<file path="src/rtl/alu_cmd_ctrl_if.sv">
`default_nettype none
// ============================================================================
//  Module   : alu_cmd_ctrl_if
//  Brief    : Bundles the command, response and ALU-side buses of the
//             ALU command sequencer. The controller uses the slave modport;
//             the command source / response consumer / ALU use master.
//  Revision : 1.0 - initial release
// ============================================================================
interface alu_cmd_ctrl_if #(
  parameter int CNT_W = 8
);
  // command port
  logic             cmd_valid;
  logic             cmd_ready;
  logic [3:0]       cmd_fun;
  logic [7:0]       cmd_a;
  logic [7:0]       cmd_b;
  // ALU side
  logic [7:0]       alu_a;
  logic [7:0]       alu_b;
  logic [3:0]       alu_fun;
  logic [7:0]       alu_out;
  logic             alu_arith;
  logic             alu_logic;
  logic             alu_cmp;
  logic             alu_shift;
  // response port
  logic             rsp_valid;
  logic             rsp_ready;
  logic [7:0]       rsp_data;
  logic [3:0]       rsp_flags;
  logic             rsp_err;
  logic [CNT_W-1:0] op_count;

  modport slave (
    input  cmd_valid, cmd_fun, cmd_a, cmd_b,
    input  alu_out, alu_arith, alu_logic, alu_cmp, alu_shift,
    input  rsp_ready,
    output cmd_ready, alu_a, alu_b, alu_fun,
    output rsp_valid, rsp_data, rsp_flags, rsp_err, op_count
  );

  modport master (
    output cmd_valid, cmd_fun, cmd_a, cmd_b,
    output alu_out, alu_arith, alu_logic, alu_cmp, alu_shift,
    output rsp_ready,
    input  cmd_ready, alu_a, alu_b, alu_fun,
    input  rsp_valid, rsp_data, rsp_flags, rsp_err, op_count
  );
endinterface
`default_nettype wire

</file>
<file path="src/rtl/alu_cmd_ctrl.sv">
`default_nettype none
// ============================================================================
//  Module   : alu_cmd_ctrl
//  Brief    : Single-outstanding command sequencer in front of the 8-bit
//             flagged ALU. Screens illegal commands, holds operands for a
//             settle window, samples result + class flags, returns them
//             over a valid/ready response port and counts completions.
//  Revision : 1.0 - initial release
// ============================================================================
module alu_cmd_ctrl #(
  parameter int SETTLE_CYC = 1,  // 1..15
  parameter int CNT_W      = 8   // must match the interface CNT_W
) (
  input  wire logic     clk,
  input  wire logic     rst_n,
  alu_cmd_ctrl_if.slave bus
);

  typedef enum logic [1:0] {
    IDLE  = 2'd0,
    DRIVE = 2'd1,
    RESP  = 2'd2
  } state_t;

  localparam logic [3:0] C_LAST_CYC = 4'(SETTLE_CYC - 1);
  localparam logic [3:0] C_FUN_IDLE = 4'b1111;

  state_t     state;
  logic [3:0] settle_cnt;
  logic       illegal;

  // Commands the ALU cannot execute: reserved code, or division by zero.
  assign illegal = (bus.cmd_fun == 4'b1111) ||
                   ((bus.cmd_fun == 4'b0011) && (bus.cmd_b == 8'd0));

  // Sequencer FSM; every output is a register so the ALU sees glitch-free inputs.
  always_ff @(posedge clk or negedge rst_n) begin
    if (!rst_n) begin
      state         <= IDLE;
      settle_cnt    <= 4'd0;
      bus.cmd_ready <= 1'b1;
      bus.rsp_valid <= 1'b0;
      bus.rsp_data  <= 8'd0;
      bus.rsp_flags <= 4'd0;
      bus.rsp_err   <= 1'b0;
      bus.op_count  <= '0;
      bus.alu_a     <= 8'd0;
      bus.alu_b     <= 8'd0;
      bus.alu_fun   <= C_FUN_IDLE;
    end else begin
      case (state)
        IDLE: begin
          if (bus.cmd_valid) begin
            bus.cmd_ready <= 1'b0;
            if (illegal) begin
              // Answer directly; the ALU keeps its idle pattern.
              bus.rsp_valid <= 1'b1;
              bus.rsp_err   <= 1'b1;
              bus.rsp_data  <= 8'd0;
              bus.rsp_flags <= 4'd0;
              state         <= RESP;
            end else begin
              // The ALU input registers double as the command latch.
              bus.alu_a   <= bus.cmd_a;
              bus.alu_b   <= bus.cmd_b;
              bus.alu_fun <= bus.cmd_fun;
              settle_cnt  <= 4'd0;
              state       <= DRIVE;
            end
          end
        end

        DRIVE: begin
          if (settle_cnt == C_LAST_CYC) begin
            bus.rsp_data  <= bus.alu_out;
            bus.rsp_flags <= {bus.alu_arith, bus.alu_logic,
                              bus.alu_cmp, bus.alu_shift};
            bus.rsp_err   <= 1'b0;
            bus.rsp_valid <= 1'b1;
            bus.alu_a     <= 8'd0;
            bus.alu_b     <= 8'd0;
            bus.alu_fun   <= C_FUN_IDLE;
            state         <= RESP;
          end else begin
            settle_cnt <= settle_cnt + 4'd1;
          end
        end

        RESP: begin
          if (bus.rsp_ready) begin
            bus.rsp_valid <= 1'b0;
            bus.cmd_ready <= 1'b1;
            bus.op_count  <= bus.op_count + 1'b1;
            state         <= IDLE;
          end
        end

        default: begin
          state         <= IDLE;
          bus.cmd_ready <= 1'b1;
          bus.rsp_valid <= 1'b0;
          bus.alu_a     <= 8'd0;
          bus.alu_b     <= 8'd0;
          bus.alu_fun   <= C_FUN_IDLE;
        end
      endcase
    end
  end

endmodule
`default_nettype wire
</file>
<file path="src/flat_wrapper.sv">
// flat-port wrapper written by rule: the top's interface ports become plain ports
module alu_cmd_ctrl_flat 
#(
  parameter int SETTLE_CYC = 1,          
  parameter int CNT_W      = 8                                    
)
  (clk, rst_n, bus_cmd_valid, bus_cmd_fun, bus_cmd_a, bus_cmd_b, bus_alu_out, bus_alu_arith, bus_alu_logic, bus_alu_cmp, bus_alu_shift, bus_rsp_ready, bus_cmd_ready, bus_alu_a, bus_alu_b, bus_alu_fun, bus_rsp_valid, bus_rsp_data, bus_rsp_flags, bus_rsp_err, bus_op_count);
  alu_cmd_ctrl_if #(.CNT_W(CNT_W)) bus_i ();
  input  wire logic clk;
  input  wire logic rst_n;
  input wire logic [$bits(bus_i.cmd_valid)-1:0] bus_cmd_valid;
  input wire logic [$bits(bus_i.cmd_fun)-1:0] bus_cmd_fun;
  input wire logic [$bits(bus_i.cmd_a)-1:0] bus_cmd_a;
  input wire logic [$bits(bus_i.cmd_b)-1:0] bus_cmd_b;
  input wire logic [$bits(bus_i.alu_out)-1:0] bus_alu_out;
  input wire logic [$bits(bus_i.alu_arith)-1:0] bus_alu_arith;
  input wire logic [$bits(bus_i.alu_logic)-1:0] bus_alu_logic;
  input wire logic [$bits(bus_i.alu_cmp)-1:0] bus_alu_cmp;
  input wire logic [$bits(bus_i.alu_shift)-1:0] bus_alu_shift;
  input wire logic [$bits(bus_i.rsp_ready)-1:0] bus_rsp_ready;
  output wire logic [$bits(bus_i.cmd_ready)-1:0] bus_cmd_ready;
  output wire logic [$bits(bus_i.alu_a)-1:0] bus_alu_a;
  output wire logic [$bits(bus_i.alu_b)-1:0] bus_alu_b;
  output wire logic [$bits(bus_i.alu_fun)-1:0] bus_alu_fun;
  output wire logic [$bits(bus_i.rsp_valid)-1:0] bus_rsp_valid;
  output wire logic [$bits(bus_i.rsp_data)-1:0] bus_rsp_data;
  output wire logic [$bits(bus_i.rsp_flags)-1:0] bus_rsp_flags;
  output wire logic [$bits(bus_i.rsp_err)-1:0] bus_rsp_err;
  output wire logic [$bits(bus_i.op_count)-1:0] bus_op_count;
  assign bus_i.cmd_valid = bus_cmd_valid;
  assign bus_i.cmd_fun = bus_cmd_fun;
  assign bus_i.cmd_a = bus_cmd_a;
  assign bus_i.cmd_b = bus_cmd_b;
  assign bus_i.alu_out = bus_alu_out;
  assign bus_i.alu_arith = bus_alu_arith;
  assign bus_i.alu_logic = bus_alu_logic;
  assign bus_i.alu_cmp = bus_alu_cmp;
  assign bus_i.alu_shift = bus_alu_shift;
  assign bus_i.rsp_ready = bus_rsp_ready;
  assign bus_cmd_ready = bus_i.cmd_ready;
  assign bus_alu_a = bus_i.alu_a;
  assign bus_alu_b = bus_i.alu_b;
  assign bus_alu_fun = bus_i.alu_fun;
  assign bus_rsp_valid = bus_i.rsp_valid;
  assign bus_rsp_data = bus_i.rsp_data;
  assign bus_rsp_flags = bus_i.rsp_flags;
  assign bus_rsp_err = bus_i.rsp_err;
  assign bus_op_count = bus_i.op_count;
  alu_cmd_ctrl #(.SETTLE_CYC(SETTLE_CYC), .CNT_W(CNT_W)) u_core (.clk(clk), .rst_n(rst_n), .bus(bus_i));
endmodule
</file>
<file path="config.mk">
export PLATFORM = sky130hd
export DESIGN_NAME = alu_cmd_ctrl_flat
export DESIGN_NICKNAME = d
export VERILOG_FILES = /design/src/rtl/alu_cmd_ctrl_if.sv /design/src/rtl/alu_cmd_ctrl.sv /design/src/flat_wrapper.sv
export SDC_FILE = /design/constraint.sdc
export NUM_CORES = 1
export LEC_CHECK = 0
export BUFFER_PORTS_ARGS = -buffer_cell sky130_fd_sc_hd__buf_2
export CAP_MARGIN = 20
export CORE_AREA = 8 8 81 76
export DETAILED_ROUTE_END_ITERATION = 8
export DIE_AREA = 0 0 89 84
export GPL_ROUTABILITY_DRIVEN = 0
export PLACE_DENSITY = 0.72
export SLEW_MARGIN = 20
export SYNTH_ARGS = -nofsm -noshare
export SYNTH_HDL_FRONTEND = slang
export SYNTH_SLANG_ARGS = --single-unit
export TNS_END_PERCENT = 30
</file>
<file path="constraint.sdc">
create_clock -name clk -period 2.3 [get_ports clk]
set_input_delay 0.345 -clock clk [delete_from_list [all_inputs] [get_ports clk]]
set_output_delay 0.345 -clock clk [all_outputs]
set_load 0.02 [all_outputs]
</file>
# Word level (Yosys, flattened, before mapping)
# Cells that the tools add are included.
dict set report op_classes {
  addsub 2
  eq_ne 10
  mux 38
  bitwise_logic 2
  reduce_logical 13
}
# operator count
set ops {}
lappend ops {{$mux 8} 8}
lappend ops {{$pmux 8 s3} 2}
lappend ops {{$mux 4} 9}
lappend ops {{$pmux 4 s2} 2}
lappend ops {{$pmux 8 s2} 1}
lappend ops {{$reduce_and 4->1} 4}
lappend ops {{$pmux 4 s3} 1}
lappend ops {{$add 8x1->8 const B} 1}
lappend ops {{$logic_not 8->1} 1}
lappend ops {{$mux 2} 4}
lappend ops {{$ne 2x2->1 const B} 4}
lappend ops {{$mux 1} 7}
lappend ops {{$pmux 1 s3} 2}
lappend ops {{$pmux 2 s3} 1}
lappend ops {{$reduce_and 3->1} 2}
lappend ops {{$add 4x1->4 const B} 1}
lappend ops {{$eq 4x2->1 const B} 1}
lappend ops {{$eq 4x4->1 const B} 1}
lappend ops {{$logic_not 4->1} 1}
lappend ops {{$ne 2x1->1 const B} 2}
lappend ops {{$eq 2x1->1 const B} 1}
lappend ops {{$eq 2x2->1 const B} 1}
lappend ops {{$logic_not 2->1} 1}
lappend ops {{$not 1->1} 2}
lappend ops {{other kinds (5)} 5}
dict set report totals {
  ff_bits 49
  input_bits 36
  out_inout_bits 43
  word_cells 76
}

# Longest topological paths before layout
# Gate-level depths: netlist of run 1.
dict set report logic_depth {
  depth_word 6
  ltp_mapped 8
  mapped_depth_nobuf 6
}

# Least setup slack after synthesis of run 1
# No wires, ideal clock.
dict set report synth_timing {
  path_kind {reg-to-reg}
  startpoint {register u_core.settle_cnt[0]}
  endpoint {register u_core.bus.alu_a[0]}
  setup_ps 121
  t_arrival_ps 1719
  required_time_ps 2179
  path_slack_ps 460
  path_stages_with_launch 9
  n_path_buf 2
  period_less_slack_ps 1840
  cell_sequence {dfrtp_1 -> inv_1 -> ha_1 -> or3b_1 -> nor2b_1 -> buf_6 -> o21bai_4 -> buf_6 -> a22o_1}
}
dict set report synth_between {
  elab_chain_cells 3
}
# item line
set synth_rtl {}
lappend synth_rtl {{start, declared} alu_cmd_ctrl.sv:29} ;# logic [3:0] settle_cnt;
lappend synth_rtl {{start signal, assigned} alu_cmd_ctrl.sv:85} ;# settle_cnt <= settle_cnt + 4'd1;
lappend synth_rtl {{$logic_not 4->1} alu_cmd_ctrl.sv:74} ;# if (settle_cnt == C_LAST_CYC) begin
lappend synth_rtl {{$ne 2x1->1 (no line)} n/a}
lappend synth_rtl {{$reduce_and 4->1 (no line)} n/a}
lappend synth_rtl {{end signal, assigned} alu_cmd_ctrl.sv:64} ;# bus.alu_a <= bus.cmd_a;
lappend synth_rtl {{end, declared} alu_cmd_ctrl_if.sv:39} ;# output cmd_ready, alu_a, alu_b, alu_fun,
# Every way passes these cells.
# A chain may end at the register's enable or synchronous reset.

# Worst setup path after layout of run 1
dict set report layout_timing {
  startpoint {register u_core.settle_cnt[0]}
  endpoint {register u_core.bus.alu_b[4]}
}
dict set report layout_between {
  elab_chain_cells 3
}
# item line
set layout_rtl {}
lappend layout_rtl {{$logic_not 4->1} alu_cmd_ctrl.sv:74}
lappend layout_rtl {{$ne 2x1->1 (no line)} n/a}
lappend layout_rtl {{$reduce_and 4->1 (no line)} n/a}
lappend layout_rtl {{end signal, assigned} alu_cmd_ctrl.sv:65} ;# bus.alu_b <= bus.cmd_b;
lappend layout_rtl {{end, declared} alu_cmd_ctrl_if.sv:39}
# Every way passes these cells.

==> results of run 1 <==
[cells in the mapped netlist, types with 3 or more instances]
library cell	n
buf_6	4
a2bb2oi_1	4
ha_1	3
o21ai_0	3
nand2_1	3
nand4_1	3
nor2_1	7
a21oi_1	7
nand2b_1	3
a22o_1	28
dfstp_2	5
nand3_1	5
buf_2	5
xnor2_1	5
dfrtp_1	44
inv_1	6
[per-layer routing]
layer | share of wire | vias to the layer above | track usage
met5 | 0 | - | 0
met4 | 0.011 | 0 | 0.0378
met1 | 0.43 | 768 | 0.174
met3 | 0.079 | 5 | 0.0453
li1 | - | 758 | -
met2 | 0.48 | 55 | 0.212
[cell type report]
| class | count | area (µm²) | area share |
|---|---|---|---|
| clock buffer | 6 | 82.6 | 0.0316 |
| clock inverter | 2 | 37.5 | 0.0144 |
| inverter | 6 | 22.5 | 0.00862 |
| multi-input combinational | 98 | 743 | 0.284 |
| sequential | 49 | 1230 | 0.472 |
| tap | 65 | 81.3 | 0.0311 |
| timing repair buffer | 81 | 413 | 0.158 |
[cell families after synthesis]
kind of cell | Yosys count
AO/OA/AOI/OAI | 51
flip-flops | 49
AND/OR/NAND/NOR | 36
buffers and inverters | 16
XOR/XNOR | 7
adder cells (fa/ha/maj) | 3
multiplexers | 1
[per-stage QoR]
stage	setup slack (ns)	utilization	hold slack (ns)	total power, mW	cells
4_1_cts	0.257	0.549	0.0263	3.73	307
6_report	0.268	0.551	0.0222	3.70	307
3_3_place_gp	0.246	0.524	0.356	3.06	299
5_1_grt	0.0892	0.551	0.0424	3.98	307
3_5_place_dp	0.190	0.524	0.359	3.09	299
2_1_floorplan	0.460	-	0.0494	2.63	163
[registers in the layout, indices dropped and copies added (netlist names)]
register              cells
u_core.bus.alu_a          8
u_core.bus.alu_b          8
u_core.bus.alu_fun        4
u_core.bus.cmd_ready      1
u_core.bus.op_count       8
u_core.bus.rsp_data       8
u_core.bus.rsp_err        1
u_core.bus.rsp_flags      4
u_core.bus.rsp_valid      1
u_core.settle_cnt         4
u_core.state              2
[critical path: cells and delay by family, from the launching register on]
family / cells / cell delay (ns)
buffers and inverters: 1 / 0.06
AND/OR/NAND/NOR: 2 / 0.70
flip-flops: 1 / 0.41
AO/OA/AOI/OAI: 2 / 0.61
adder cells (fa/ha/maj): 1 / 0.18
[final timing paths]
check                      cells after the start  slack [ns]                           endpoint                         startpoint
setup reg to reg                               6        0.27    u_core.bus.alu_b[4]$_DFFE_PN0P_   u_core.settle_cnt[0]$_DFFE_PN0P_
setup / recovery                               6        0.27    u_core.bus.alu_b[4]$_DFFE_PN0P_   u_core.settle_cnt[0]$_DFFE_PN0P_
max in group asynchronous                      2        1.62   u_core.bus.cmd_ready$_DFFE_PN1P_                              rst_n
hold / removal                                 1        0.02    u_core.bus.alu_a[5]$_DFFE_PN0P_                              rst_n
min in group clk                               2        0.26    u_core.bus.alu_a[3]$_DFFE_PN0P_                       bus_cmd_a[3]
hold reg to reg                                2        0.47  u_core.bus.alu_fun[2]$_DFFE_PN1P_  u_core.bus.alu_fun[2]$_DFFE_PN1P_
[repair_timing]
action	4_1_cts	5_1_grt
endpoints found under the setup margin	0	1
buffers inserted	0	0
gates resized for setup	0	1
[where the power goes]
group,switching [mW],total [mW],leakage (nW),internal [mW]
Clock,0.279,0.632,0.0574,0.353
Sequential,0.254,1.49,0.627,1.24
Combinational,0.952,1.58,0.692,0.629
Total,1.48,3.70,1.38,2.22
==> key figures, run 1 <==
Outcome
  – Status: completed

STA
  – Final setup fails: 0
  – Crit path time final: 2.03 ns
  – Pins Over Slew Limit: 0
  – Tcrit/Tclk final: 0.884
  – Layout Skew: 0.00710 ns
  – Setup total negative slack: 0 ns
  – Final hold viol count: 0
  – Max Freq: 492 MHz
  – RSZ-0062 raised after global routing: false
  – Max transition margin: 0.575
  – Worst slew pin tran: roughly 0.63 ns

Setup path
  – Crit path required time: 2.54 ns
  – Critical path fanouts, max: 20
  – Critical path's slowest cell: nor2b_1
  – Max stage delay on crit path: roughly 0.52 ns
  – Worst Setup End Kind: register
  – Crit path arrival time: between 2 and 2.5 ns
  – Crit start category: register
  – Worst-path cell chain: inv_1 > ha_1 > or3b_1 > nor2b_1 > o21bai_4 > a22o_1
  – Setup Crit Path Kind: reg -> reg

Placed design
  – I/O Buffers: roughly 80
  – Hpwl dp: 3.70 mm
  – DP Area: 2490 µm²

GRT
  – Grt ovf: 0
  – Global Route Usage Sum: 0.136
  – Vias in the first global route: 1,638
  – First-pass GRT wire length: approximately 8.1 mm
  – Pin count of the biggest net entering global routing: 26
  – Antenna violations before repair: 0

Yosys
  – Mapped Cells: 163
  – Mux contribution to synthesized area: 0.00545
  – Sequential area share after synthesis: 0.597
  – Primary FF master, synth: dfrtp_1
  – Synth Area in XOR/XNOR: 0.0297
  – Post-synth EDFFs: 0
  – Yosys warnings: 0
  – Cell accounting for the most synthesized area: dfrtp_1
  – Combinational family with the most area after synthesis: compound AO/OA/AOI/OAI gates
  – Ys async rst share: 1.00
  – Avg Inst Size Synth: 12.7 µm²
  – Top-area cell type share of the netlist area: 0.533
  – Distinct cells, synth: 37
  – Adder-cell share of the synthesized area: 0.0182
  – Post-synthesis compound-gate area fraction: 0.201
  – Cell area after synthesis: 2070 µm²
  – Area contributors post-synth: dfrtp_1 53%, a22o_1 12%, dfstp_2 6.4%
  – Simple-Gate Fraction of Synth Area: 0.102
  – Post-synthesis register bit count: 49
  – Synthesized Nets: 202

Detailed routing
  – DRT Pass-1 Iters: 5
  – Via Count: approximately 1,600
  – Detail Route Antenna Nets: 0
  – Drt initial violations: 78
  – DRC Markers: 0
  – Routed WL: 4.89 mm
  – Vias per Instance: between 5 and 6
  – Post-DR wirelength/cell: 15.9 µm

Finish
  – Area grow syn2layout: 26.5%
  – N_diodes: 0
  – Layout filler cell count: 409
  – Final #Nets: 280
  – Commonest non-fill, non-tap cell in the layout: buf_2
  – Commonest non-fill, non-tap cells in the layout: 78 x buf_2, 44 x dfrtp_1, 28 x a22o_1, 7 x nor2_1, 7 x a21oi_1
  – Post-route design area: 2610 µm²
  – Share of cells above drive strength 1: 0.413

CTS
  – CTS buffer count: 5
  – Root Buffer: clkbuf_8
  – Skew-Pair Late Insertion Delay: 0.30 ns
  – Post-CTS Hold Fix Bufs: 0
  – Clk slew on worst S/H paths: 0.09 ns
  – CTS tree: done
  – # H-tree levels: 2
  – Clock sink count: 49
  – Clk buf depth: 2

Pwr
  – Peak supply drop: between 0.0006 and 0.0007 V
  – Leakage: 1.38 nW
  – Power per cell area: 1420 nW/µm²

Flow run
  – Max Cap Viol: 0

Die
  – DIE WIDTH: 89 µm
  – Core area: between 4000 and 5000 µm²
  – Boundary Pins: 79
  – Starting density of the core: 0.435
  – Die Y: 84 µm
  – Area of the die: 7480 µm²
  – Row cnt: 24

Hold path
  – Worst Hold Class: in -> async
Power figures use the tool's default switching activity.
==> inputs of run 2 (changes only) <==
==> constraint.sdc (replaced) <==
create_clock -name clk -period 1.9 [get_ports clk]
set_input_delay 0.285 -clock clk [delete_from_list [all_inputs] [get_ports clk]]
set_output_delay 0.285 -clock clk [all_outputs]
set_load 0.02 [all_outputs]
==> key figures, run 2 (same netlist as run 1, synthesis figures left out) <==
Outcome
  – Status: completed

Die
  – Boundary Pins: a little under 80
  – Core area: between 4000 and 5000 µm²
  – Row cnt: 24
  – Die Y: approximately 84 µm
  – Starting density of the core: 0.435
  – DIE WIDTH: 89 µm
  – Area of the die: 7480 µm²

Pwr
  – Overall power: 4.50 mW
  – Leakage: 1.41 nW
  – Power per cell area: roughly 1700 nW/µm²
  – Peak supply drop: 0.000723 V

STA
  – Final hold viol count: 0
  – Crit path time final: 1.79 ns
  – RSZ-0062 raised after global routing: true
  – Final setup fails: 0
  – Max Freq: 558 MHz
  – Worst slew pin tran: 0.567 ns
  – Pins Over Slew Limit: 0
  – Tcrit/Tclk final: 0.943
  – Layout Skew: between 0.006 and 0.007 ns
  – Max transition margin: 0.622

CTS
  – Clock sink count: 49
  – CTS buffer count: 5
  – Clk slew on worst S/H paths: 0.09 ns
  – Skew-Pair Late Insertion Delay: about 0.30 ns
  – # H-tree levels: 2
  – Root Buffer: clkbuf_8
  – CTS tree: done
  – Clk buf depth: 2

Setup path
  – Crit start category: register
  – Crit path arrival time: 2.01 ns
  – Critical path fanouts, max: 8
  – Setup Crit Path Kind: reg -> reg
  – Worst Setup End Kind: register
  – Crit path required time: 2.12 ns

Detailed routing
  – DRC Markers: 0
  – Routed WL: 5.13 mm
  – Detail Route Antenna Nets: 0
  – Via Count: 1,624
  – Post-DR wirelength/cell: 16.2 µm
  – DRT Pass-1 Iters: 4
  – Vias per Instance: 5.14
  – Drt initial violations: 57

Finish
  – Commonest non-fill, non-tap cell in the layout: buf_2
  – Final #Nets: 289
  – N_diodes: 0
  – Commonest non-fill, non-tap cells in the layout: 78 x buf_2, 44 x dfrtp_1, 28 x a22o_1, 9 x buf_4
  – Utilization after layout: 0.565
  – Share of cells above drive strength 1: 0.434
  – Area grow syn2layout: 29.7%
  – Layout filler cell count: 434

GRT
  – M3 GR Usage: 0.0413
  – Grt ovf: 0
  – First-pass GRT wire length: 8.06 mm
  – M1 GR Usage: 0.173
  – Vias in the first global route: ~1,600
  – GRT busiest layer: met2
  – Met2 usage: 0.222
  – Global Route Usage Sum: 0.138
  – Antenna violations before repair: 0
  – Pin count of the biggest net entering global routing: 27

Flow run
  – Max Cap Viol: 0

Placed design
  – Hpwl dp: 3.88 mm
  – I/O Buffers: 78

Hold path
  – Worst Hold Class: in -> reg
==> run 2: cell types whose count changed in the layout (fill, tap and decap cells not counted), sizes merged <==
cell	change
o21bai	+1
buf	+7
clkbuf	-1
inv	+1
clkinv	+1
dlygate4sd3	+1
bufinv	-1
==> run 2: final timing paths <==
check	to	depth (start not counted)	slack, ns	from
min in group asynchronous	u_core.bus.alu_b[7]$_DFFE_PN0P_	2	0.50	rst_n
min	u_core.bus.alu_a[1]$_DFFE_PN0P_	2	0.20	bus_cmd_a[1]
max reg2reg	u_core.settle_cnt[1]$_DFFE_PN0P_	7	0.11	u_core.settle_cnt[1]$_DFFE_PN0P_
max	u_core.settle_cnt[1]$_DFFE_PN0P_	7	0.11	u_core.settle_cnt[1]$_DFFE_PN0P_
max in group asynchronous	u_core.bus.cmd_ready$_DFFE_PN1P_	3	0.79	rst_n
min reg2reg	u_core.bus.alu_fun[2]$_DFFE_PN1P_	2	0.46	u_core.bus.alu_fun[2]$_DFFE_PN1P_
==> run 2: metal layers <==
metal / wire (µm) / up-vias
li1: - / 780
met1: 2230 / 794
met2: 2490 / 45
met3: 370 / 5
met4: 40 / 0
met5: 0 / -
==> run 2: area by class of cell <==
type                    count  area (µm²)  area share
repair buffers             89         488       0.182
clock inverters             3        21.3     0.00794
flip-flops and latches     49        1230       0.460
well taps                  65        81.3      0.0304
multi-input cells          99         764       0.285
inverters                   6        22.5     0.00841
clock buffers               5        68.8      0.0257
==> run 2: worst max-delay path, cell delays in order, from the launching register on <==
cell and delay (ns):
dfrtp_1 0.40, inv_1 0.08, ha_1 0.14, or3b_4 0.38
nor2b_1 0.17, buf_4 0.17, o21a_1 0.21, o21ai_0 0.15
==> run 2: repair_timing <==
| item | CTS | global route |
|---|---|---|
| gates resized for setup | 0 | 3 |
| hold buffers | 1 | 0 |
| setup endpoints to repair | 0 | 19 |
| hold endpoints to repair | 23 | 0 |
| setup buffers | 0 | 1 |
==> run 2: per-stage QoR <==
step	hold slack [ns]	std cells	cell area [µm²]	setup slack [ns]	setup TNS, ns
final	0.195	316	2680	0.109	0
after global routing	0.186	316	2680	-0.00934	-0.0154
after CTS	0.187	314	2640	0.0262	0
after detailed placement	0.310	305	2540	0.0386	0
after global placement	0.297	305	2540	0.0859	0
after floorplan	-0.0106	163	2070	0.0603	0
==> run 2: power by group <==
part           internal [mW]  switching, mW
Sequential              1.50          0.276
Clock                  0.261          0.348
Combinational          0.884           1.24
Total                   2.64           1.86
